<file path="config.mk">
export PLATFORM = sky130hd
export DESIGN_NAME = uart_rx_mmio_flat
export DESIGN_NICKNAME = d
export VERILOG_FILES = /design/src/rtl/uart_rx_mmio_if.sv /design/src/rtl/uart_rx_mmio.sv /design/src/flat_wrapper.sv
export SDC_FILE = /design/constraint.sdc
export NUM_CORES = 1
export LEC_CHECK = 0
export BUFFER_PORTS_ARGS = -buffer_cell sky130_fd_sc_hd__buf_4
export CAP_MARGIN = 10
export CORE_MARGIN = 4
export CORE_UTILIZATION = 52
export CTS_CLUSTER_DIAMETER = 200
export DETAILED_ROUTE_END_ITERATION = 12
export PLACE_DENSITY = 0.82
export SLEW_MARGIN = 10
export SYNTH_ARGS = -nofsm -noshare
export SYNTH_HDL_FRONTEND = slang
export SYNTH_SLANG_ARGS = --single-unit
</file>
<file path="constraint.sdc">
create_clock -name clock -period 3.69 [get_ports clock]
set_input_delay 0.369 -clock clock [delete_from_list [all_inputs] [get_ports clock]]
set_output_delay 0.369 -clock clock [all_outputs]
set_load 0.03 [all_outputs]
</file>
<file path="src/rtl/uart_rx_mmio_if.sv">
// MMIO bus bundle shared by the memory-mapped peripherals: one request level from the
// initiator, one done pulse plus read data back from the addressed peripheral.
interface uart_rx_mmio_if;
  logic [15:0] mmio_addr;
  logic [7:0]  mmio_data;
  logic        mmio_write;
  logic        mmio_req;
  logic        mmio_done;
  logic [7:0]  mmio_rdata;

  modport master (
    output mmio_addr, mmio_data, mmio_write, mmio_req,
    input  mmio_done, mmio_rdata
  );

  modport slave (
    input  mmio_addr, mmio_data, mmio_write, mmio_req,
    output mmio_done, mmio_rdata
  );
endinterface

</file>
<file path="src/rtl/uart_rx_mmio.sv">
// 8N1 UART receiver feeding a byte FIFO, read through DATA/STATUS registers on the MMIO bus.
// STATUS = {4'b0, ferr, ovr, full, not_empty}; ovr/ferr are sticky and write-1-to-clear.
module uart_rx_mmio #(
  parameter int unsigned CLOCK_FREQ  = 27000000,
  parameter int unsigned BAUD_RATE   = 115200,
  parameter int unsigned FIFO_DEPTH  = 16,
  parameter logic [15:0] ADDR_DATA   = 16'hFF10,
  parameter logic [15:0] ADDR_STATUS = 16'hFF11
) (
  input  logic           clock,
  input  logic           reset,
  uart_rx_mmio_if.slave  mmio,
  input  logic           rx,
  output logic           rx_irq
);

  localparam int unsigned ClksPerBit = CLOCK_FREQ / BAUD_RATE;
  localparam int unsigned CntW       = $clog2(ClksPerBit);
  localparam int unsigned PtrW       = $clog2(FIFO_DEPTH);
  localparam logic [CntW-1:0] BitLast   = CntW'(ClksPerBit - 1);
  localparam logic [CntW-1:0] HalfLast  = CntW'(ClksPerBit / 2 - 1);
  localparam logic [PtrW:0]   CountFull = (PtrW + 1)'(FIFO_DEPTH);

  typedef enum logic [1:0] {RxIdle, RxStart, RxData, RxStop} rx_state_e;
  typedef enum logic [1:0] {BusIdle, BusAccept, BusWaitLow} bus_state_e;

  rx_state_e         rx_state_q, rx_state_d;
  bus_state_e        bus_state_q, bus_state_d;
  logic [1:0]        sync_q;
  logic              rx_s;
  logic [CntW-1:0]   clk_cnt_q, clk_cnt_d;
  logic [2:0]        bit_cnt_q, bit_cnt_d;
  logic [7:0]        shift_q, shift_d;
  logic              armed_q, armed_d;
  logic              rx_push, ferr_set;

  logic [7:0]        mem_q [FIFO_DEPTH];
  logic [PtrW-1:0]   wr_ptr_q, rd_ptr_q;
  logic [PtrW:0]     count_q, count_d;
  logic              fifo_empty, fifo_full, push_ok, pop_ok, pop_req, ovr_set;
  logic              ovr_q, ovr_d, ferr_q, ferr_d, irq_q;

  logic              addr_hit, is_data, accept, clr_ovr, clr_ferr;
  logic [7:0]        status, rdata_q, rdata_d;

  assign rx_s = sync_q[1];

  // After a bad stop bit the line may still be low; armed_q blocks a retrigger until it idles.
  always_comb begin
    rx_state_d = rx_state_q;
    clk_cnt_d  = clk_cnt_q;
    bit_cnt_d  = bit_cnt_q;
    shift_d    = shift_q;
    armed_d    = armed_q;
    rx_push    = 1'b0;
    ferr_set   = 1'b0;
    unique case (rx_state_q)
      RxIdle: begin
        if (rx_s) begin
          armed_d = 1'b1;
        end else if (armed_q) begin
          bit_cnt_d  = '0;
          clk_cnt_d  = '0;
          rx_state_d = RxStart;
        end
      end
      RxStart: begin
        if (clk_cnt_q == HalfLast) begin
          clk_cnt_d  = '0;
          rx_state_d = rx_s ? RxIdle : RxData;
        end else begin
          clk_cnt_d = clk_cnt_q + CntW'(1);
        end
      end
      RxData: begin
        if (clk_cnt_q == BitLast) begin
          clk_cnt_d = '0;
          shift_d   = {rx_s, shift_q[7:1]};
          bit_cnt_d = bit_cnt_q + 3'd1;
          if (bit_cnt_q == 3'd7) rx_state_d = RxStop;
        end else begin
          clk_cnt_d = clk_cnt_q + CntW'(1);
        end
      end
      RxStop: begin
        if (clk_cnt_q == BitLast) begin
          clk_cnt_d  = '0;
          rx_state_d = RxIdle;
          if (rx_s) begin
            rx_push = 1'b1;
          end else begin
            ferr_set = 1'b1;
            armed_d  = 1'b0;
          end
        end else begin
          clk_cnt_d = clk_cnt_q + CntW'(1);
        end
      end
      default: rx_state_d = RxIdle;
    endcase
  end

  assign fifo_empty = (count_q == '0);
  assign fifo_full  = (count_q == CountFull);
  assign push_ok    = rx_push & ~fifo_full;
  assign ovr_set    = rx_push & fifo_full;
  assign pop_ok     = pop_req & ~fifo_empty;
  assign status     = {4'b0000, ferr_q, ovr_q, fifo_full, ~fifo_empty};

  assign addr_hit = (mmio.mmio_addr == ADDR_DATA) || (mmio.mmio_addr == ADDR_STATUS);
  assign is_data  = (mmio.mmio_addr == ADDR_DATA);
  assign accept   = (bus_state_q == BusIdle) && mmio.mmio_req && addr_hit;
  assign pop_req  = accept & ~mmio.mmio_write & is_data;
  assign clr_ovr  = accept & mmio.mmio_write & ~is_data & ((mmio.mmio_data & 8'h04) != 8'h00);
  assign clr_ferr = accept & mmio.mmio_write & ~is_data & ((mmio.mmio_data & 8'h08) != 8'h00);

  // Set wins over a simultaneous clear.
  assign ovr_d  = ovr_set | (ovr_q & ~clr_ovr);
  assign ferr_d = ferr_set | (ferr_q & ~clr_ferr);

  always_comb begin
    count_d = count_q;
    if (push_ok && !pop_ok) count_d = count_q + (PtrW + 1)'(1);
    if (!push_ok && pop_ok) count_d = count_q - (PtrW + 1)'(1);
  end

  always_comb begin
    rdata_d = rdata_q;
    if (accept && !mmio.mmio_write) begin
      if (is_data) rdata_d = fifo_empty ? 8'h00 : mem_q[rd_ptr_q];
      else         rdata_d = status;
    end
  end

  always_comb begin
    bus_state_d = bus_state_q;
    unique case (bus_state_q)
      BusIdle:    if (accept) bus_state_d = BusAccept;
      BusAccept:  bus_state_d = BusWaitLow;
      BusWaitLow: if (!mmio.mmio_req) bus_state_d = BusIdle;
      default:    bus_state_d = BusIdle;
    endcase
  end

  assign mmio.mmio_done  = (bus_state_q == BusAccept);
  assign mmio.mmio_rdata = rdata_q;
  assign rx_irq          = irq_q;

  always_ff @(posedge clock) begin
    if (reset) begin
      sync_q      <= 2'b11;
      rx_state_q  <= RxIdle;
      clk_cnt_q   <= '0;
      bit_cnt_q   <= '0;
      shift_q     <= '0;
      armed_q     <= 1'b1;
      wr_ptr_q    <= '0;
      rd_ptr_q    <= '0;
      count_q     <= '0;
      ovr_q       <= 1'b0;
      ferr_q      <= 1'b0;
      irq_q       <= 1'b0;
      rdata_q     <= '0;
      bus_state_q <= BusIdle;
    end else begin
      sync_q      <= {sync_q[0], rx};
      rx_state_q  <= rx_state_d;
      clk_cnt_q   <= clk_cnt_d;
      bit_cnt_q   <= bit_cnt_d;
      shift_q     <= shift_d;
      armed_q     <= armed_d;
      if (push_ok) wr_ptr_q <= wr_ptr_q + PtrW'(1);
      if (pop_ok)  rd_ptr_q <= rd_ptr_q + PtrW'(1);
      count_q     <= count_d;
      ovr_q       <= ovr_d;
      ferr_q      <= ferr_d;
      irq_q       <= ~fifo_empty;
      rdata_q     <= rdata_d;
      bus_state_q <= bus_state_d;
    end
  end

  always_ff @(posedge clock) begin
    if (push_ok && !reset) mem_q[wr_ptr_q] <= shift_q;
  end

endmodule
</file>
<file path="src/flat_wrapper.sv">
// flat-port wrapper written by rule: the top's interface ports become plain ports
module uart_rx_mmio_flat 
#(
  parameter int unsigned CLOCK_FREQ  = 27000000,
  parameter int unsigned BAUD_RATE   = 115200,
  parameter int unsigned FIFO_DEPTH  = 16,
  parameter logic [15:0] ADDR_DATA   = 16'hFF10,
  parameter logic [15:0] ADDR_STATUS = 16'hFF11
)
  (clock, reset, rx, rx_irq, mmio_mmio_addr, mmio_mmio_data, mmio_mmio_write, mmio_mmio_req, mmio_mmio_done, mmio_mmio_rdata);
  uart_rx_mmio_if mmio_i ();
  input  logic clock;
  input  logic reset;
  input  logic rx;
  output logic rx_irq;
  input wire logic [$bits(mmio_i.mmio_addr)-1:0] mmio_mmio_addr;
  input wire logic [$bits(mmio_i.mmio_data)-1:0] mmio_mmio_data;
  input wire logic [$bits(mmio_i.mmio_write)-1:0] mmio_mmio_write;
  input wire logic [$bits(mmio_i.mmio_req)-1:0] mmio_mmio_req;
  output wire logic [$bits(mmio_i.mmio_done)-1:0] mmio_mmio_done;
  output wire logic [$bits(mmio_i.mmio_rdata)-1:0] mmio_mmio_rdata;
  assign mmio_i.mmio_addr = mmio_mmio_addr;
  assign mmio_i.mmio_data = mmio_mmio_data;
  assign mmio_i.mmio_write = mmio_mmio_write;
  assign mmio_i.mmio_req = mmio_mmio_req;
  assign mmio_mmio_done = mmio_i.mmio_done;
  assign mmio_mmio_rdata = mmio_i.mmio_rdata;
  uart_rx_mmio #(.CLOCK_FREQ(CLOCK_FREQ), .BAUD_RATE(BAUD_RATE), .FIFO_DEPTH(FIFO_DEPTH), .ADDR_DATA(ADDR_DATA), .ADDR_STATUS(ADDR_STATUS)) u_core (.clock(clock), .reset(reset), .mmio(mmio_i), .rx(rx), .rx_irq(rx_irq));
endmodule
</file>
**Yosys cells after proc, flatten, opt, wreduce, memory -nomap -nowiden**

Memories as Yosys holds them, arrays and structs flattened. A register that Yosys moved wholly into a read port is not among the register bits.
Cells that the tools add are included.

- Word-level logic and storage cells: 123
- Bits in writable memories: 128
- Output and inout bits: 10
- Input port bits: 29
- Register bits after elaboration: 50
- Memories kept: 1

Memories:

| memory | words | width | rd ports | clocked after memory_dff | wr ports | RTL line | source |
|---|---|---|---|---|---|---|---|
| u_core.mem_q | 16 | 8 | 1 | 1 | 1 | uart_rx_mmio.sv:37 | `logic [7:0] mem_q [FIFO_DEPTH];` |

- Add/sub/neg operators: 6
- Mux-type cells: 38
- Bitwise operators: 19
- Reductions and logical operators: 24
- Equal/unequal tests: 21

Operators with widths:

| kind | count |
|---|---|
| 8-bit two-way mux | 6 |
| 16-bit == test (second input constant) | 2 |
| 8-bit case mux with 3 select lines | 1 |
| 2-bit two-way mux | 9 |
| 2-bit by 1-bit inequality test with 1-bit output (second input constant) | 7 |
| 1-bit bitwise AND | 11 |
| 1-bit two-way mux | 11 |
| 5-bit two-way mux | 2 |
| 3-bit two-way mux | 3 |
| 4-bit by 1-bit adder with 4-bit output (second input constant) | 2 |
| 8-bit by 1-bit adder with 8-bit output (second input constant) | 1 |
| 8-bit by 7-bit == test with 1-bit output (second input constant) | 1 |
| 8-bit == test (second input constant) | 1 |
| 4-bit two-way mux | 2 |
| 2-bit case mux with 4 select lines | 1 |
| 4-bit AND reduction | 2 |
| 2-bit == test (second input constant) | 3 |
| 1-bit logical AND | 6 |
| 2-bit inequality test (second input constant) | 3 |
| 1-bit NOT | 6 |
| 2-bit case mux with 3 select lines | 1 |
| 3-bit case mux with 2 select lines | 1 |
| 2-bit AND reduction | 3 |
| 6-bit AND reduction | 1 |
| 14 further kinds | 22 |

**Logic depth before layout (Yosys ltp)**

Gate-level depths: netlist (run 1).

- Depth in word-level cells: 10
- Depth in mapped cells: 15
- Gate-level depth less buffers: 14

**Least setup slack after synthesis (run 1)**

OpenSTA, ideal clock, no wires.

- Kind: input -> register
- Start: input mmio_mmio_addr[5]
- End: register u_core.count_q[4]
- Data required time: 3.569 ns
- Data arrival time: 3.833 ns
- Cell stages on the path: 14
- Setup time: 0.121 ns
- Slack: -0.263 ns
- Buffers on the path: 2
- Path through: or4b_1 -> or4_4 -> or4_1 -> buf_2 -> inv_1 -> ha_1 -> clkbuf_1 -> xor2_1 -> ha_1 -> a211o_1 -> nand2_1 -> nand3b_1 -> a31oi_1 -> mux2_2

- Cells in the longest elaborated chain, start to end: 9
- Elaborated cells between the ends (all ways): 12
- Classes of those cells: eq/ne (2); mux (1); bitwise (3); reduce/logical (6)

RTL lines:

| item | RTL line | source |
|---|---|---|
| start: declaration | flat_wrapper.sv:16 | `input wire logic [$bits(mmio_i.mmio_addr)-1:0] mmio_mmio_addr;` |
| 16-bit == test, on equally long branches | uart_rx_mmio.sv:110, uart_rx_mmio.sv:111 |  |
| 1-bit logical OR | uart_rx_mmio.sv:110 | `assign addr_hit = (mmio.mmio_addr == ADDR_DATA) \|\| (mmio.mmio_addr == ADDR_STATUS);` |
| 1-bit logical AND | uart_rx_mmio.sv:112 | `assign accept = (bus_state_q == BusIdle) && mmio.mmio_req && addr_hit;` |
| 1-bit bitwise AND | uart_rx_mmio.sv:113 | `assign pop_req = accept & ~mmio.mmio_write & is_data;` |
| 1-bit bitwise AND * | uart_rx_mmio.sv:113 |  |
| 1-bit bitwise AND * | uart_rx_mmio.sv:107 | `assign pop_ok = pop_req & ~fifo_empty;` |
| 1-bit logical NOT | uart_rx_mmio.sv:123 | `if (push_ok && !pop_ok) count_d = count_q + (PtrW + 1)'(1);` |
| 1-bit logical AND | uart_rx_mmio.sv:123 |  |
| 2-bit nonzero test (no source line) | n/a |  |
| end signal: assignment | uart_rx_mmio.sv:174 | `count_q <= count_d;` |
| end: declaration | uart_rx_mmio.sv:39 | `logic [PtrW:0] count_q, count_d;` |

Mark *: on every way between the ends. The rest lies on a longest branch, timed or not.
A chain may end at the register's enable or synchronous reset.

**Worst setup path in the final report (run 1)**

- Start: register u_core.count_q[1]
- End: register u_core.count_q[4]

- Cells in the longest elaborated chain, start to end: 6
- Elaborated cells between the ends (all ways): 15
- Classes of those cells: add/sub (2); eq/ne (1); mux (2); bitwise (4); reduce/logical (6)

RTL lines:

| item |
|---|
| branches (longest 6 deep; another with 5-bit by 1-bit adder with 5-bit output) |

Several ways; the timed one is not identified. The select of a mux whose other input is x is not followed.

==> impl_metrics.json, run 1 <==
{
  "cts_tree": "built",
  "min_period_ns": 3.31,
  "p_leak_nw": 2.91,
  "wl_per_cell_um": 20.4,
  "skew_ns": 0.00887,
  "post-dp-hpwl_mm": 9.76,
  "netlist_instances": 521,
  "setup_ws_ns": 0.375,
  "ios": 39,
  "yosysUniqueCellTypes": 53,
  "min_path_type": "in2reg",
  "drt_iter0_markers": 419,
  "yosys_most_used_dff": "edfxtp_1",
  "fp.dieW_um": 128,
  "avgSynthCellArea_um2": 14.4,
  "cpMaxStageDelayCell": "or4_1",
  "synth_edf_count": 128,
  "worstPathCellList": "or4_1 > o21ai_0 > nor2_1 > inv_1 > ha_2 > xor2_1 > ha_2 > nor2_1 > nor3b_1 > o21ai_0 > a31oi_1 > mux2_2",
  "post-place-ws_ns": 0.0155,
  "clk_path_buf_depth": 2,
  "hold_viol": 0,
  "die_area_um2": 16400,
  "synth_common_cells": "edfxtp_1, dfxtp_1, nor2_1",
  "clockRootBuffer": "clkbuf_16",
  "cp_slowest_stage_delay_ns": 0.58,
  "rrSetupSlack_ns": 0.38,
  "ctsHoldBuffers": 0,
  "timing.hold.ws_ns": 0.120,
  "path_max_fanout": 8,
  "worstPathRequired_ns": 4.01,
  "viasPerCell": 6.02,
  "core_um2": 14000,
  "final_net_count": 610,
  "synth_seq_cells": 182,
  "worstMarginPinSlew_ns": 1.12,
  "hold_end": "u_core.sync_q[0]$_SDFF_PP1_",
  "yosysMostFrequentCell": "edfxtp_1",
  "initial_core_util_pct": 53.6,
  "n_antenna_cell": 0,
  "synthArstFlopShare_pct": 0,
  "layout-area-overhead-vs-synth_pct": 15.0,
  "grt_antenna_before_repair": 0,
  "finalSetupTns_ns": 0,
  "syn_area_um2": 7490,
  "peakVddDrop_mv": 0.344,
  "fillers": 997,
  "wirelength_mm": 15.5,
  "whs_path_depth": 2,
  "cp-end-kind": "flip-flop",
  "r2r_start": "u_core.count_q[1]$_SDFFE_PP0P_",
  "drc": 0,
  "ant_nets": 0,
  "core.rowCount": 43,
  "worstSetupStartpointType": "flip-flop",
  "cts.reportedPaths.clkPinSlew_ns": 0.07,
  "post-route-period-util_pct": 89.8,
  "p_per_area_nw_per_um2": 468,
  "drive_above_1_share_pct": 22.4,
  "max_clock_freq_mhz": 302,
  "postCtsSetupBuffers": 0,
  "worst-setup-path-type": "reg2reg",
  "grt_max_degree": 56,
  "arrival_ns": 3.64,
  "rsz0062_at_grt": "false",
  "grt.overflow.total": 0,
  "min_from": "rx",
  "reg2reg_to": "u_core.count_q[4]$_SDFFE_PP0P_",
  "ctsResizeCount": 0,
  "grt_use_total_pct": 19.8,
  "finalSetupViolations": 0,
  "synthTopCellsByArea": "edfxtp_1, dfxtp_1, mux4_2",
  "r2r_cells": 12,
  "cts.sinks": 182,
  "synth_top_cell_by_area": "edfxtp_1",
  "clkLatencyLatePin_ns": 0.43,
  "yosys.area.top_type_share_pct": 51.3,
  "yosysSeqAreaShare_pct": 65.7,
  "postSynthNetCount": 564,
  "yosysWarningCount": 0,
  "status": "finished, final reports clean",
  "grt_pass1_vias": 4690,
  "htree_levels": 4,
  "cts_inserted_buffers": 17,
  "grt_pass1_wl_mm": 24.7,
  "worst_slew_margin_rel_pct": 25.5,
  "dieHeight_um": 128,
  "io_buffers": 32,
  "report.final.slew_viol_count": 0,
  "gp_congestion": 0.845,
  "drv_cap": 0,
  "vias": 4573,
  "first_pass_iters": 5
}
## state kept, by name, summed over array words and instances (netlist names), named ones only
signal                  count
u_core.mem_q              128
u_core.sync_q               2
u_core.rd_ptr_q             4
u_core.rx_irq               1
u_core.bit_cnt_q            3
u_core.bus_state_q          2
u_core.ferr_q               1
u_core.wr_ptr_q             4
u_core.mmio.mmio_rdata      8
u_core.rx_state_q           1
u_core.count_q              5
u_core.clk_cnt_q            8
u_core.shift_q              8
u_core.armed_q              1
u_core.ovr_q                1
## how the worst max path moves through the flow
stage                                    from                        endpoint  slack, ns
2_1_floorplan               mmio_mmio_addr[5]  u_core.count_q[4]$_SDFFE_PP0P_       0.07
3_3_place_gp                mmio_mmio_addr[5]  u_core.count_q[4]$_SDFFE_PP0P_       0.16
3_5_place_dp                mmio_mmio_addr[5]  u_core.count_q[4]$_SDFFE_PP0P_       0.02
4_1_cts        u_core.count_q[1]$_SDFFE_PP0P_  u_core.count_q[4]$_SDFFE_PP0P_       0.46
5_1_grt        u_core.count_q[1]$_SDFFE_PP0P_  u_core.count_q[4]$_SDFFE_PP0P_       0.16
6_report       u_core.count_q[1]$_SDFFE_PP0P_  u_core.count_q[4]$_SDFFE_PP0P_       0.38
## through the flow
stage          instance area, µm²  cells  util, %  power [W]
3_5_place_dp                 8020    728     57.4    0.00227
6_report                     8620    760     61.6    0.00403
3_3_place_gp                 8020    728     57.4    0.00227
5_1_grt                      8620    760     61.6    0.00415
4_1_cts                      8620    760     61.6    0.00405
2_1_floorplan                7520    521        -    0.00224
## per-layer routing
| metal | up-vias | wire [µm] | GRT usage (%) |
|---|---|---|---|
| met4 | 0 | 327 | 7.74 |
| met3 | 30 | 1010 | 4.96 |
| li1 | 2089 | - | - |
| met5 | - | 0 | 0 |
| met1 | 2286 | 6320 | 25.7 |
| met2 | 168 | 7870 | 32.2 |
## cell families (layout without fill, tap and decap cells)
family / after synthesis / count (layout) / share of synthesized area [%]
fa+ha+maj: 14 / 14 / 2.34
mux: 52 / 52 / 11.9
buf+inv: 47 / 106 / 2.39
flops: 182 / 182 / 65.7
simple gates: 145 / 145 / 10.1
xor+xnor: 8 / 8 / 0.935
compound gates: 73 / 73 / 6.65
## worst max-delay path: cells and delay by family, from the launching register on
family | cells | cell delay (ns)
AND/OR/NAND/NOR | 4 | 1.04
AO/OA/AOI/OAI | 3 | 0.73
adder cells (fa/ha/maj) | 2 | 0.41
flip-flops | 1 | 0.39
multiplexers | 1 | 0.34
XOR/XNOR | 1 | 0.16
buffers and inverters | 1 | 0.12
## final cells by class
type,instances,area [µm²],share of cell area [%]
sequential,182,4930,57.2
clock inverter,14,163,1.89
tap,180,225,2.61
clock buffer,18,429,4.98
timing repair buffer,53,398,4.62
inverter,21,78.8,0.915
multi-input combinational,292,2400,27.8
## power breakdown
part,internal (W),switching [W]
clock network,0.00102,0.000792
logic,0.0000263,0.0000341
registers,0.00216,0.00000534
## layout by cell type, fill, tap and decap left out, types with 5 or more instances in the layout
cell type and count:
a21oi_1 17, a311oi_1 6, buf_4 53, clkbuf_16 17
dfxtp_1 53, edfxtp_1 128, ha_1 12, inv_1 20
mux2_2 5, mux2i_1 18, mux4_2 29, nand2_1 22
nand2b_1 12, nand3_1 11, nand4_1 5, nor2_1 46
nor3_1 9, o21ai_0 12, or3_1 8
(Power assumes the default switching activity.)
==> run 2, diff against run 1 <==
Settings changed: CAP_MARGIN 10 to 30, PLACE_DENSITY 0.82 to default, PLACE_DENSITY_LB_ADDON from default to 0.1.
==> run 2 against run 1 <==
Net effect:
- critical path depth unchanged
- combinational power up 1%
- final area up 0.44%
- non-clock buffer count up 9
- hold slack better by 0.011 ns
- via count down 3.0%
- count of clock-buffer cells in the layout up 2
- flip-flop and latch count unchanged
- first-iteration DRC count down 37%
- total power down 3.2%
==> impl_metrics.json, run 2 (synthesis gave the netlist of run 1 again) <==
{
  "dieHeight_um": 128,
  "finalSetupViolations": 0,
  "initial_core_util_pct": 53.6,
  "clockRootBuffer": "clkbuf_16",
  "grt_pass1_vias": 4373,
  "worstMarginPinSlew_ns": 0.841,
  "report.final.slew_viol_count": 0,
  "largest_reg_flops": 128,
  "cts.sinks": 182,
  "io_buffers": 32,
  "cts_inserted_buffers": 17,
  "worst-setup-path-type": "reg2reg",
  "hold_viol": 0,
  "viasPerCell": 5.77,
  "grt_pass1_wl_mm": 23.9,
  "clkLatencyLatePin_ns": 0.43,
  "post-dp-hpwl_mm": 10.0,
  "cts.reportedPaths.clkPinSlew_ns": 0.06,
  "min_period_ns": 3.24,
  "layout-area-overhead-vs-synth_pct": 15.5,
  "fp.dieW_um": 128,
  "cpMaxStageDelayCell": "or4_1",
  "clk_path_buf_depth": 2,
  "status": "finished, final reports clean",
  "vias": 4435,
  "rsz0062_at_grt": "false",
  "grt_max_degree": 56,
  "min_path_type": "in2reg",
  "cp-end-kind": "flip-flop",
  "gp_congestion": 0.799,
  "drv_cap": 0,
  "grt_antenna_before_repair": 0,
  "worstSetupStartpointType": "flip-flop",
  "postCtsSetupBuffers": 0,
  "final_net_count": 619,
  "mostFrequentLayoutCells": "edfxtp_1, buf_4, dfxtp_1",
  "peakVddDrop_mv": 0.427,
  "worst_slew_margin_rel_pct": 43.4,
  "cts_tree": "built",
  "drc": 0,
  "p_total_w": 0.00391,
  "drive_above_1_share_pct": 23.9,
  "top_register": "u_core.mem_q",
  "post-route-period-util_pct": 87.7,
  "p_leak_nw": 2.94,
  "grt.overflow.total": 0,
  "n_antenna_cell": 0,
  "worstPathRequired_ns": 4.00,
  "grt_use_total_pct": 19.5,
  "cp_slowest_stage_delay_ns": 0.60,
  "wl_per_cell_um": 19.5,
  "first_pass_iters": 5,
  "finalSetupTns_ns": 0,
  "p_per_area_nw_per_um2": 451,
  "cp_common_cell": "ha_2",
  "ctsHoldBuffers": 0,
  "ctsResizeCount": 0,
  "arrival_ns": 3.55,
  "path_max_fanout": 8,
  "ios": 39,
  "core_um2": 14000,
  "max_clock_freq_mhz": 309,
  "final_common_cell": "edfxtp_1",
  "htree_levels": 4,
  "wirelength_mm": 15.0,
  "drt_iter0_markers": 262,
  "rrSetupSlack_ns": 0.45,
  "skew_ns": 0.00766,
  "ant_nets": 0,
  "core.rowCount": 43,
  "worstPathCellList": "or4_1 > o21ai_0 > nor2_1 > inv_1 > ha_2 > xor2_1 > ha_2 > a211o_1 > nand2_1 > nand3b_1 > a31oi_1 > mux2_2",
  "die_area_um2": 16400
}
[run 2: path summary, 6_finish.rpt]
kind / startpoint / to / cells after the start
setup / recovery: u_core.count_q[1]$_SDFFE_PP0P_ / u_core.count_q[4]$_SDFFE_PP0P_ / 12
hold / removal: rx / u_core.sync_q[0]$_SDFF_PP1_ / 2
setup reg to reg: u_core.count_q[1]$_SDFFE_PP0P_ / u_core.count_q[4]$_SDFFE_PP0P_ / 12
hold reg to reg: u_core.sync_q[0]$_SDFF_PP1_ / u_core.sync_q[1]$_SDFF_PP1_ / 1
[run 2: cell type report]
| type | instances | area, µm² |
|---|---|---|
| clock buffers | 20 | 457 |
| clock inverters | 12 | 92.6 |
| fillers | 1017 | 5340 |
| inverters | 21 | 78.8 |
| multi-input cells | 292 | 2400 |
| flip-flops and latches | 182 | 4930 |
| well taps | 180 | 225 |
| repair buffers | 62 | 478 |
[run 2: critical path: cells and delay by family (launching register included)]
family	cells	cell delay [ns]
mux	1	0.34
xor+xnor	1	0.06
compound gates	3	0.91
fa+ha+maj	2	0.38
simple gates	4	0.93
buf+inv	1	0.13
flops	1	0.38
[run 2: per-layer routing]
layer | wire length (µm) | vias to the layer above | GRT usage, %
met5 | 0 | - | 0
met4 | 252 | 0 | 6.37
met3 | 1050 | 21 | 5.33
met2 | 7060 | 129 | 30.3
met1 | 6640 | 2179 | 27.0
li1 | - | 2106 | -
[run 2: power by group]
group / switching (W) / internal, W
registers: 0.00000486 / 0.00216
logic: 0.0000337 / 0.0000274
clock network: 0.000772 / 0.000908
[run 2: stage by stage]
| stage | std cells | worst slack [ns] | utilization (%) | area, µm² | hold WS, ns |
|---|---|---|---|---|---|
| finish | 769 | 0.453 | 61.9 | 8650 | 0.131 |
| CTS | 768 | 0.459 | 61.8 | 8650 | 0.119 |
| global route | 769 | 0.181 | 61.9 | 8650 | 0.119 |
| global placement | 736 | 0.135 | 57.9 | 8100 | 0.402 |
| floorplan | 521 | 0.0725 | - | 7520 | 0.389 |
| detailed placement | 736 | 0.109 | 57.9 | 8100 | 0.405 |
